==> src/rtl/seg7_pkg.sv <==
// Shared types and the active-low 7-segment decode table for the press
// counter display.
package seg7_pkg;

    typedef logic [3:0] bcd_digit_t;

    localparam logic [6:0] SEG_BLANK = 7'h7F;

    typedef enum logic {
        BLANK = 1'b0,
        DRIVE = 1'b1
    } scan_state_t;

    // Bit order is gfedcba, so seg[0] drives CA and seg[6] drives CG.
    function automatic logic [6:0] bcd_to_seg(input bcd_digit_t digit);
        logic [6:0] pattern;
        case (digit)
            4'd0:    pattern = 7'b1000000;
            4'd1:    pattern = 7'b1111001;
            4'd2:    pattern = 7'b0100100;
            4'd3:    pattern = 7'b0110000;
            4'd4:    pattern = 7'b0011001;
            4'd5:    pattern = 7'b0010010;
            4'd6:    pattern = 7'b0000010;
            4'd7:    pattern = 7'b1111000;
            4'd8:    pattern = 7'b0000000;
            4'd9:    pattern = 7'b0010000;
            default: pattern = SEG_BLANK;
        endcase
        return pattern;
    endfunction

endpackage

==> src/rtl/bcd_counter.sv <==
// Multi-digit BCD up-counter with synchronous clear and a sticky overflow
// flag that sets when the all-9s value wraps to zero.
module bcd_counter
    import seg7_pkg::*;
#(
    parameter int NUM_DIGITS = 8
) (
    input  logic                    clk,
    input  logic                    rst_n,
    input  logic                    inc,
    input  logic                    clr,
    output logic [4*NUM_DIGITS-1:0] count,
    output logic                    overflow
);

    logic [4*NUM_DIGITS-1:0] count_inc;
    logic                    wrap;

    // NOTE: every variable gets a default at the top of always_comb so no
    // path leaves it unassigned; that is what keeps a latch from being inferred.
    always_comb begin
        logic       carry;
        bcd_digit_t digit;
        carry     = 1'b1;
        digit     = '0;
        count_inc = count;
        for (int i = 0; i < NUM_DIGITS; i++) begin
            digit = count[4*i +: 4];
            if (carry) begin
                if (digit == 4'd9) begin
                    count_inc[4*i +: 4] = 4'd0;
                end else begin
                    count_inc[4*i +: 4] = digit + 4'd1;
                    carry               = 1'b0;
                end
            end
        end
        wrap = carry;
    end

    // NOTE: rst_n is sampled only on the clock edge (synchronous reset), and
    // state is updated with non-blocking assignments so every flop samples
    // pre-edge values regardless of process ordering.
    always_ff @(posedge clk) begin
        if (!rst_n) begin
            count    <= '0;
            overflow <= 1'b0;
        end else if (clr) begin
            count    <= '0;
            overflow <= 1'b0;
        end else if (inc) begin
            count <= count_inc;
            if (wrap) begin
                overflow <= 1'b1;
            end
        end
    end

endmodule

==> src/rtl/seg7_press_counter.sv <==
// Button-press counter driving a multiplexed active-low 7-segment display;
// each digit slot opens with a short all-off dead time to prevent ghosting.
module seg7_press_counter
    import seg7_pkg::*;
#(
    parameter int CLK_FREQ_HZ   = 100_000_000,
    parameter int SLOT_HZ       = 1000,
    parameter int NUM_DIGITS    = 8,
    parameter int BLANK_CYCLES  = 4,
    parameter int BLANK_LEADING = 1
) (
    input  logic                    clk,
    input  logic                    rst_n,
    input  logic                    inc_pulse,
    input  logic                    clr,
    output logic [4*NUM_DIGITS-1:0] count_bcd,
    output logic                    overflow,
    output logic [6:0]              seg,
    output logic                    dp,
    output logic [NUM_DIGITS-1:0]   an
);

    localparam int SLOT_CYCLES = CLK_FREQ_HZ / SLOT_HZ;
    localparam int CNT_W       = (SLOT_CYCLES > 1) ? $clog2(SLOT_CYCLES) : 1;
    localparam int IDX_W       = (NUM_DIGITS > 1) ? $clog2(NUM_DIGITS) : 1;

    localparam logic [CNT_W-1:0] SLOT_LAST  = CNT_W'(SLOT_CYCLES - 1);
    localparam logic [CNT_W-1:0] BLANK_LAST = CNT_W'(BLANK_CYCLES - 1);
    localparam logic [IDX_W-1:0] IDX_LAST   = IDX_W'(NUM_DIGITS - 1);

    if ((CLK_FREQ_HZ % SLOT_HZ) != 0 || SLOT_CYCLES <= BLANK_CYCLES ||
        BLANK_CYCLES < 1 || NUM_DIGITS < 1 || NUM_DIGITS > 8) begin : g_bad_params
        $error("seg7_press_counter: illegal SLOT/BLANK/NUM_DIGITS parameters");
    end

    bcd_counter #(
        .NUM_DIGITS(NUM_DIGITS)
    ) u_counter (
        .clk      (clk),
        .rst_n    (rst_n),
        .inc      (inc_pulse),
        .clr      (clr),
        .count    (count_bcd),
        .overflow (overflow)
    );

    scan_state_t            state, state_next;
    logic [CNT_W-1:0]       slot_cnt, slot_next;
    logic [IDX_W-1:0]       idx, idx_next;
    logic [6:0]             seg_next;
    logic [NUM_DIGITS-1:0]  an_next;

    always_ff @(posedge clk) begin
        if (!rst_n) begin
            state    <= BLANK;
            slot_cnt <= '0;
            idx      <= '0;
            an       <= '1;
            seg      <= SEG_BLANK;
        end else begin
            state    <= state_next;
            slot_cnt <= slot_next;
            idx      <= idx_next;
            an       <= an_next;
            seg      <= seg_next;
        end
    end

    always_comb begin
        state_next = state;
        slot_next  = slot_cnt + 1'b1;
        idx_next   = idx;
        if (slot_cnt == SLOT_LAST) begin
            slot_next  = '0;
            state_next = BLANK;
            idx_next   = (idx == IDX_LAST) ? '0 : idx + 1'b1;
        end else if (state == BLANK && slot_cnt == BLANK_LAST) begin
            state_next = DRIVE;
        end
    end

    // Outputs are decoded from the next state so the pins are registered yet
    // still line up with the state register cycle for cycle.
    always_comb begin
        bcd_digit_t digit;
        logic       upper_nonzero;
        digit         = '0;
        upper_nonzero = 1'b0;
        an_next       = '1;
        for (int j = 0; j < NUM_DIGITS; j++) begin
            if (j == int'(idx_next)) begin
                digit      = count_bcd[4*j +: 4];
                an_next[j] = (state_next != DRIVE);
            end
            if (j >= int'(idx_next) && count_bcd[4*j +: 4] != 4'd0) begin
                upper_nonzero = 1'b1;
            end
        end
        seg_next = SEG_BLANK;
        if (state_next == DRIVE) begin
            if (BLANK_LEADING != 0 && idx_next != '0 && !upper_nonzero) begin
                seg_next = SEG_BLANK;
            end else begin
                seg_next = bcd_to_seg(digit);
            end
        end
    end

    assign dp = 1'b1;

endmodule

==> config.mk <==
export PLATFORM = sky130hd
export DESIGN_NAME = seg7_press_counter
export DESIGN_NICKNAME = d
export VERILOG_FILES = /design/src/rtl/seg7_pkg.sv /design/src/rtl/bcd_counter.sv /design/src/rtl/seg7_press_counter.sv
export SDC_FILE = /design/constraint.sdc
export NUM_CORES = 1
export LEC_CHECK = 0
export ABC_AREA = 1
export BUFFER_PORTS_ARGS = -buffer_cell sky130_fd_sc_hd__clkbuf_2
export CELL_PAD_IN_SITES_DETAIL_PLACEMENT = 0
export CELL_PAD_IN_SITES_GLOBAL_PLACEMENT = 1
export CORE_MARGIN = 4
export CORE_UTILIZATION = 41
export DETAILED_ROUTE_END_ITERATION = 16
export GPL_ROUTABILITY_DRIVEN = 0
export PLACE_DENSITY_LB_ADDON = 0.05
export REMOVE_ABC_BUFFERS = 1
export SYNTH_ARGS = -nofsm -noshare
export SYNTH_HDL_FRONTEND = slang
export SYNTH_SLANG_ARGS = --single-unit
==> constraint.sdc <==
create_clock -name clk -period 3.43 [get_ports clk]
set_clock_uncertainty 0.1 [all_clocks]
set_input_delay 0 -clock clk [delete_from_list [all_inputs] [get_ports clk]]
set_output_delay 0 -clock clk [all_outputs]
set_load 0.01 [all_outputs]
==> results of run 1 <==
-- registers in the layout, indices dropped and copies added (netlist names) --
name                count
state                   1
seg                     7
idx                     3
u_counter.count        32
an                      8
slot_cnt               17
u_counter.overflow      1
-- synth_stat cells (all sizes together), types with 4 or more instances --
library cell,count
ha,4
nor4,4
inv,79
nor2,85
dfxtp,69
nand2,106
nor3,21
nand4,24
xor2,6
o21ai,25
nand3,25
or2,4
a21oi,36
-- power groups by stage --
stage | clock network [mW] | registers, mW | logic, mW
2_1_floorplan | 0 | 0.834 | 0.0309
3_3_place_gp | 0 | 0.832 | 0.0530
3_5_place_dp | 0 | 0.833 | 0.0532
4_1_cts | 0.693 | 0.814 | 0.0552
5_1_grt | 0.730 | 0.815 | 0.0623
6_report | 0.668 | 0.814 | 0.0541
-- worst max-delay path by stage --
stage / endpoint / slack (ps) / cells after the start
2_1_floorplan: seg[3] / 980 / 18
3_3_place_gp: seg[3] / 720 / 17
3_5_place_dp: seg[3] / 660 / 17
4_1_cts: seg[3] / 640 / 17
5_1_grt: seg[3] / 380 / 18
6_report: seg[3] / 660 / 17
-- worst register-to-register path, stage by stage, from the launching register on --
cell	delay [ps]
dfxtp_1	360
ha_1	180
nand3_1	160
inv_2	170
nand3_4	100
nand2_1	90
nand2_2	110
nand3_1	160
nor2_1	100
nor2_1	120
nand4_1	130
nand2_2	150
nand2_1	110
ha_1	310
or2_0	220
nand2_1	60
nand2_1	50
nand2_1	60
-- stage by stage --
| step | hold WS (ps) | std cells | utilization, % | area (um2) | setup WS, ps |
|---|---|---|---|---|---|
| floorplan | 45.2 | 511 | - | 3620 | 984 |
| global placement | 190 | 671 | 46.3 | 4010 | 718 |
| detailed placement | 195 | 671 | 46.3 | 4010 | 664 |
| CTS | 6.39 | 689 | 48.8 | 4230 | 639 |
| global route | 19.9 | 689 | 48.8 | 4230 | 377 |
| finish | 23.0 | 689 | 48.8 | 4230 | 662 |
-- area by class of cell --
class	instances	area, um2
clock inverter	6	62.6
multi-input combinational	360	1920
fill	936	4440
tap	108	135
timing repair buffer	54	283
clock buffer	10	138
inverter	82	310
sequential	69	1380
-- cells by family (layout without fill, tap and decap cells) --
family / after synthesis / in the layout
buffers and inverters: 86 / 152
other: 1 / 1
adders and majority gates: 4 / 4
xor gates and xnor gates: 6 / 6
AOI/OAI and AO/OA: 75 / 75
and+or+nand+nor: 274 / 274
DFF: 69 / 69
-- layer usage --
layer / GRT usage [%] / vias up / share of wire, %
li1: - / 1810 / -
met1: 24.0 / 1559 / 48
met2: 30.2 / 41 / 49
met3: 4.03 / 7 / 2.5
met4: 4.24 / 0 / 0.91
met5: 0 / - / 0
==> run summary, run 1 <==
Worst Hold End: u_counter.count[30]
Diode count: 0
CP delay by family, top: simple AND/OR/NAND/NOR gates
Clock Power Share: 43.5%
Synth top area share: 37.9%
Synth Area in Compound Gates: 12.3%
CP max stage cell: dfxtp_1
Vias: 3417
Synth Instances: 515
H-tree depth: 3
Post-synth EDFFs: 0
Area share of and/or/nand/nor cells after synthesis: 37.6%
Worst EP arrival: 2950 ps
DR iter-0 viols: 144
Fin nets: 584
Min-delay src: clr
Die height: 102 um
Crit path from: slot_cnt[0]
Max-Cap Viols: 0
All-Layer GR Usage: 18.1%
Synth warn: 0
Max IR drop VDD: 171 uV
Top FF cell, synth: dfxtp_1
Worst-Skew Late Latency: 340 ps
Crit start category: flop
Drt pass-1 iters: 4
Synthesized area per cell: 7.07 um2
Hold Path Class: input port to flop
Final Hold Viols: 0
I/O pin count: 53
Synth-to-Final Area Change: 16.2%
Overflow after GRT: 0
Placeable Area: 0.00868 mm2
Post-route setup TNS: 0 ps
Sequential Power Share: 53.0%
Share of cells above drive strength 1: 21.5%
Crit path cell chain: ha_1 > nand3_1 > inv_2 > nand3_4 > nand2_1 > nand2_2 > nand3_1 > nor2_1 > nor2_1 > nand4_1 > nand2_2 > nand2_1 > ha_1 > or2_0 > nand2_1 > nand2_1 > nand2_1
Psw: 0.354 mW
WL final: 8910 um
Initial Util: 42.0%
Status: finished, final reports clean
Worst slew pin tran: 619 ps
Final HPWL DP: 7050 um
Period utilization: 80.7%
Die X: 102 um
Synth unique cells: 45
Reg-to-reg endpoint: seg[3]
Post-synthesis cell area: 0.00364 mm2
Endpoints failing setup: 0
Power Density: 363 mW/mm2
Area contributors post-synth: dfxtp_1, nand2_1, inv_1
Most frequent cells in the layout: nand2_1, inv_1, dfxtp_1, nor2_1, clkbuf_2
Post-Synth Adder-Cell Area: 1.37%
Slew margin rel.: 58.5%
Setup crit end kind: flop
Post-layout min period: 2770 ps
Net Sw Frac: 23.1%
Setup Buffers After CTS: 0
Cts bufs inserted: 9
Cell taking the most area after synthesis: dfxtp_1
Reg clk slew, reported paths: 80 ps
Worst reg-to-reg path cell count: 17
Most common cell after layout, fill and taps aside: nand2_1
CP max FO: 6
Max Buffers Root-to-Sink: 2
Post-synthesis xor/xnor area fraction: 1.44%
CTS resizes: 0
# clock sinks: 69
Most used cell, CP: nand2_1
First-pass GRT wire length: 15100 um
Total power: 1.54 mW
#FFs+latches synth: 69
Fraction of registers with async set or reset after synthesis: 0%
Die ar.: 0.0105 mm2
Vias in the first global route: 3234
Buffer and inverter count on the worst path: 1
FF-to-FF Start: slot_cnt[0]
Leakage: 1.73 nW
Int Power: 1.18 mW
Final Max Slew Viols: 0
RSZ-0062 raised after global routing: false
DR vias/cell: 4.96
Required time of the critical path: 3620 ps
Detail Route Antenna Nets: 0
Pin count of the biggest net entering global routing: 20
Root Driver: clkbuf_8
IO Port Bufs: 51
Fmax achieved: 361 MHz
Largest family of logic cells by synthesized area: simple AND/OR/NAND/NOR gates
Average wire per standard cell: 12.9 um
Crit path kind: flop to flop
Power share of the combinational group: 3.5%
Cells on Worst Hold Path: 5
Initial antenna violation count: 0
CP max stage delay: 360 ps
Hold-fix buffers, CTS: 2
Mux contribution to synthesized area: 0%
Reg-to-reg slack, setup: 660 ps
TritonCTS clock tree: yes
Remaining routing DRC violations: 0
Row count: 34
Register area share after synthesis: 37.9%
No activity file was read; power rests on OpenSTA's default activity.
==> run 2, diff against run 1 <==
- CORE_UTILIZATION: 41 -> 37
- clock period: 3.43 -> 2.39 ns (I/O delays scaled with it)
==> run 2 against run 1 <==
The flow now finishes with violations (hold timing, setup timing); sequential share of layout area decreased by 5.8 points; maximum frequency increased by 11%; clock-buffer cell count increased by 2; critical path type unchanged; largest power group unchanged.
==> run summary, run 2 (synthesized netlist as in run 1, its figures left out) <==
Non-filler cells, final: 791
Crit start category: flop
I/O pin count: 53
Fillcell total: 893
Worst reg-to-reg path cell count: 15
Reg-to-reg slack, setup: -100 ps
Initial Util: 38.7%
Root Driver: clkbuf_8
First-pass GRT wire length: 17300 um
Die ar.: 0.0115 mm2
TritonCTS clock tree: yes
Cells on Worst Hold Path: 5
Max-Cap Viols: 0
Drt pass-1 iters: 5
Cts bufs inserted: 9
Endpoints failing setup: 6
Worst-Skew Late Latency: 350 ps
Worst Hold End: u_counter.count[2]
Vias: 3755
H-tree depth: 3
WHS: -1.60 ps
Diode count: 0
Violated checks: hold timing, setup timing
Reg with most FFs: u_counter.count
FF-to-FF Start: slot_cnt[5]
Most common cell after layout, fill and taps aside: nand2_1
GR Layer Usage met3: 3.25%
GRT busiest layer: met2
Share of cells above drive strength 1: 40.9%
Crit path from: slot_cnt[5]
Met2 Use GR: 30.5%
IO Port Bufs: 51
Period utilization: 104%
Power Density: 426 mW/mm2
Core Util, Final: 55.7%
Overflow after GRT: 0
Reg-to-reg endpoint: seg[3]
Max reg flops: 32
Row count: 35
Die height: 107 um
Die X: 107 um
Setup crit end kind: flop
All-Layer GR Usage: 18.7%
Initial antenna violation count: 0
Largest regs: u_counter.count: 32 flops, slot_cnt: 17 flops, an: 8 flops
Detail Route Antenna Nets: 0
Final Max Slew Viols: 0
Average wire per standard cell: 13.3 um
Crit path kind: flop to flop
Final Hold Viols: 1
Vias in the first global route: 3657
CP max FO: 4
Fin nets: 665
DR iter-0 viols: 134
DR vias/cell: 4.75
Max Buffers Root-to-Sink: 2
Required time of the critical path: 2590 ps
Fmax achieved: 401 MHz
Most frequent cells in the layout: nand2_1, buf_4, inv_1, nor2_1, dfxtp_1
Status: finished with violations
Placeable Area: 0.00942 mm2
Worst EP arrival: 2690 ps
Max IR drop VDD: 299 uV
Min-delay src: clr
Leakage: 2.18 nW
Reg clk slew, reported paths: 80 ps
WL final: 10500 um
Total power: 2.24 mW
Final HPWL DP: 7590 um
RSZ-0062 raised after global routing: true
# clock sinks: 69
Pin count of the biggest net entering global routing: 20
Dpl cells: 749
Synth-to-Final Area Change: 44.0%
Worst Setup Slack, final: -103 ps
Met1 usage: 25.3%
Remaining routing DRC violations: 0
Post-layout min period: 2490 ps
Post-Place Setup Slack: -306 ps
Hold Path Class: input port to flop
[run 2: stage by stage]
| stage | hold slack, ps | instance area, um2 | setup TNS (ps) |
|---|---|---|---|
| 4_1_cts | 1.79 | 4950 | -328 |
| 3_5_place_dp | 199 | 4470 | -1300 |
| 2_1_floorplan | 45.2 | 3620 | -55.7 |
| 6_report | -1.60 | 5250 | -430 |
| 5_1_grt | 2.42 | 5250 | -1530 |
| 3_3_place_gp | 195 | 4470 | -1020 |
[run 2: how the worst max path moves through the flow]
stage | to | slack (ps) | cells past startpoint
6_report | seg[3] | -100 | 15
5_1_grt | seg[3] | -250 | 17
4_1_cts | seg[3] | -60 | 15
3_5_place_dp | seg[3] | -310 | 15
3_3_place_gp | seg[3] | -250 | 15
2_1_floorplan | seg[3] | -60 | 18
[run 2: layer usage]
layer / vias up / wire, um
li1: 1971 / -
met1: 1704 / 4990
met2: 69 / 5020
met3: 11 / 380
met4: 0 / 137
met5: - / 0
[run 2: worst max-delay path, cell delays in order (launching register included)]
cell     delay (ps)
dfxtp_4         370
inv_4            70
nand2_4          50
nor3_4          240
nand4_1         180
nand2_4         140
nand2_4          70
buf_4           130
a21oi_1         210
o21ai_4         100
nand4_1         180
ha_4            230
or2_0           190
nand2_1          60
nand2_1          50
nand2_1          60
[run 2: cell type report]
cell class	count	area [um2]	share of cell area, %
clock buffer	12	145	2.77
inverter	82	318	6.06
timing repair buffer	133	898	17.1
sequential	69	1410	26.8
multi-input combinational	362	2270	43.2
tap	129	161	3.08
clock inverter	4	47.5	0.906
[run 2: what timing repair did]
| action | CTS | global route |
|---|---|---|
| hold endpoints to repair | 10 | 0 |
| gates cloned | 1 | 1 |
| setup buffers | 10 | 13 |
| endpoints found under the setup margin | 7 | 19 |
| resized for setup | 49 | 58 |
| hold buffers | 2 | 0 |
| pin swaps | 31 | 30 |
[run 2: power by group]
part / total [mW] / internal [mW] / switching (mW)
combinational: 0.102 / 0.0436 / 0.0582
sequential: 1.17 / 1.16 / 0.00754
clock: 0.967 / 0.508 / 0.459
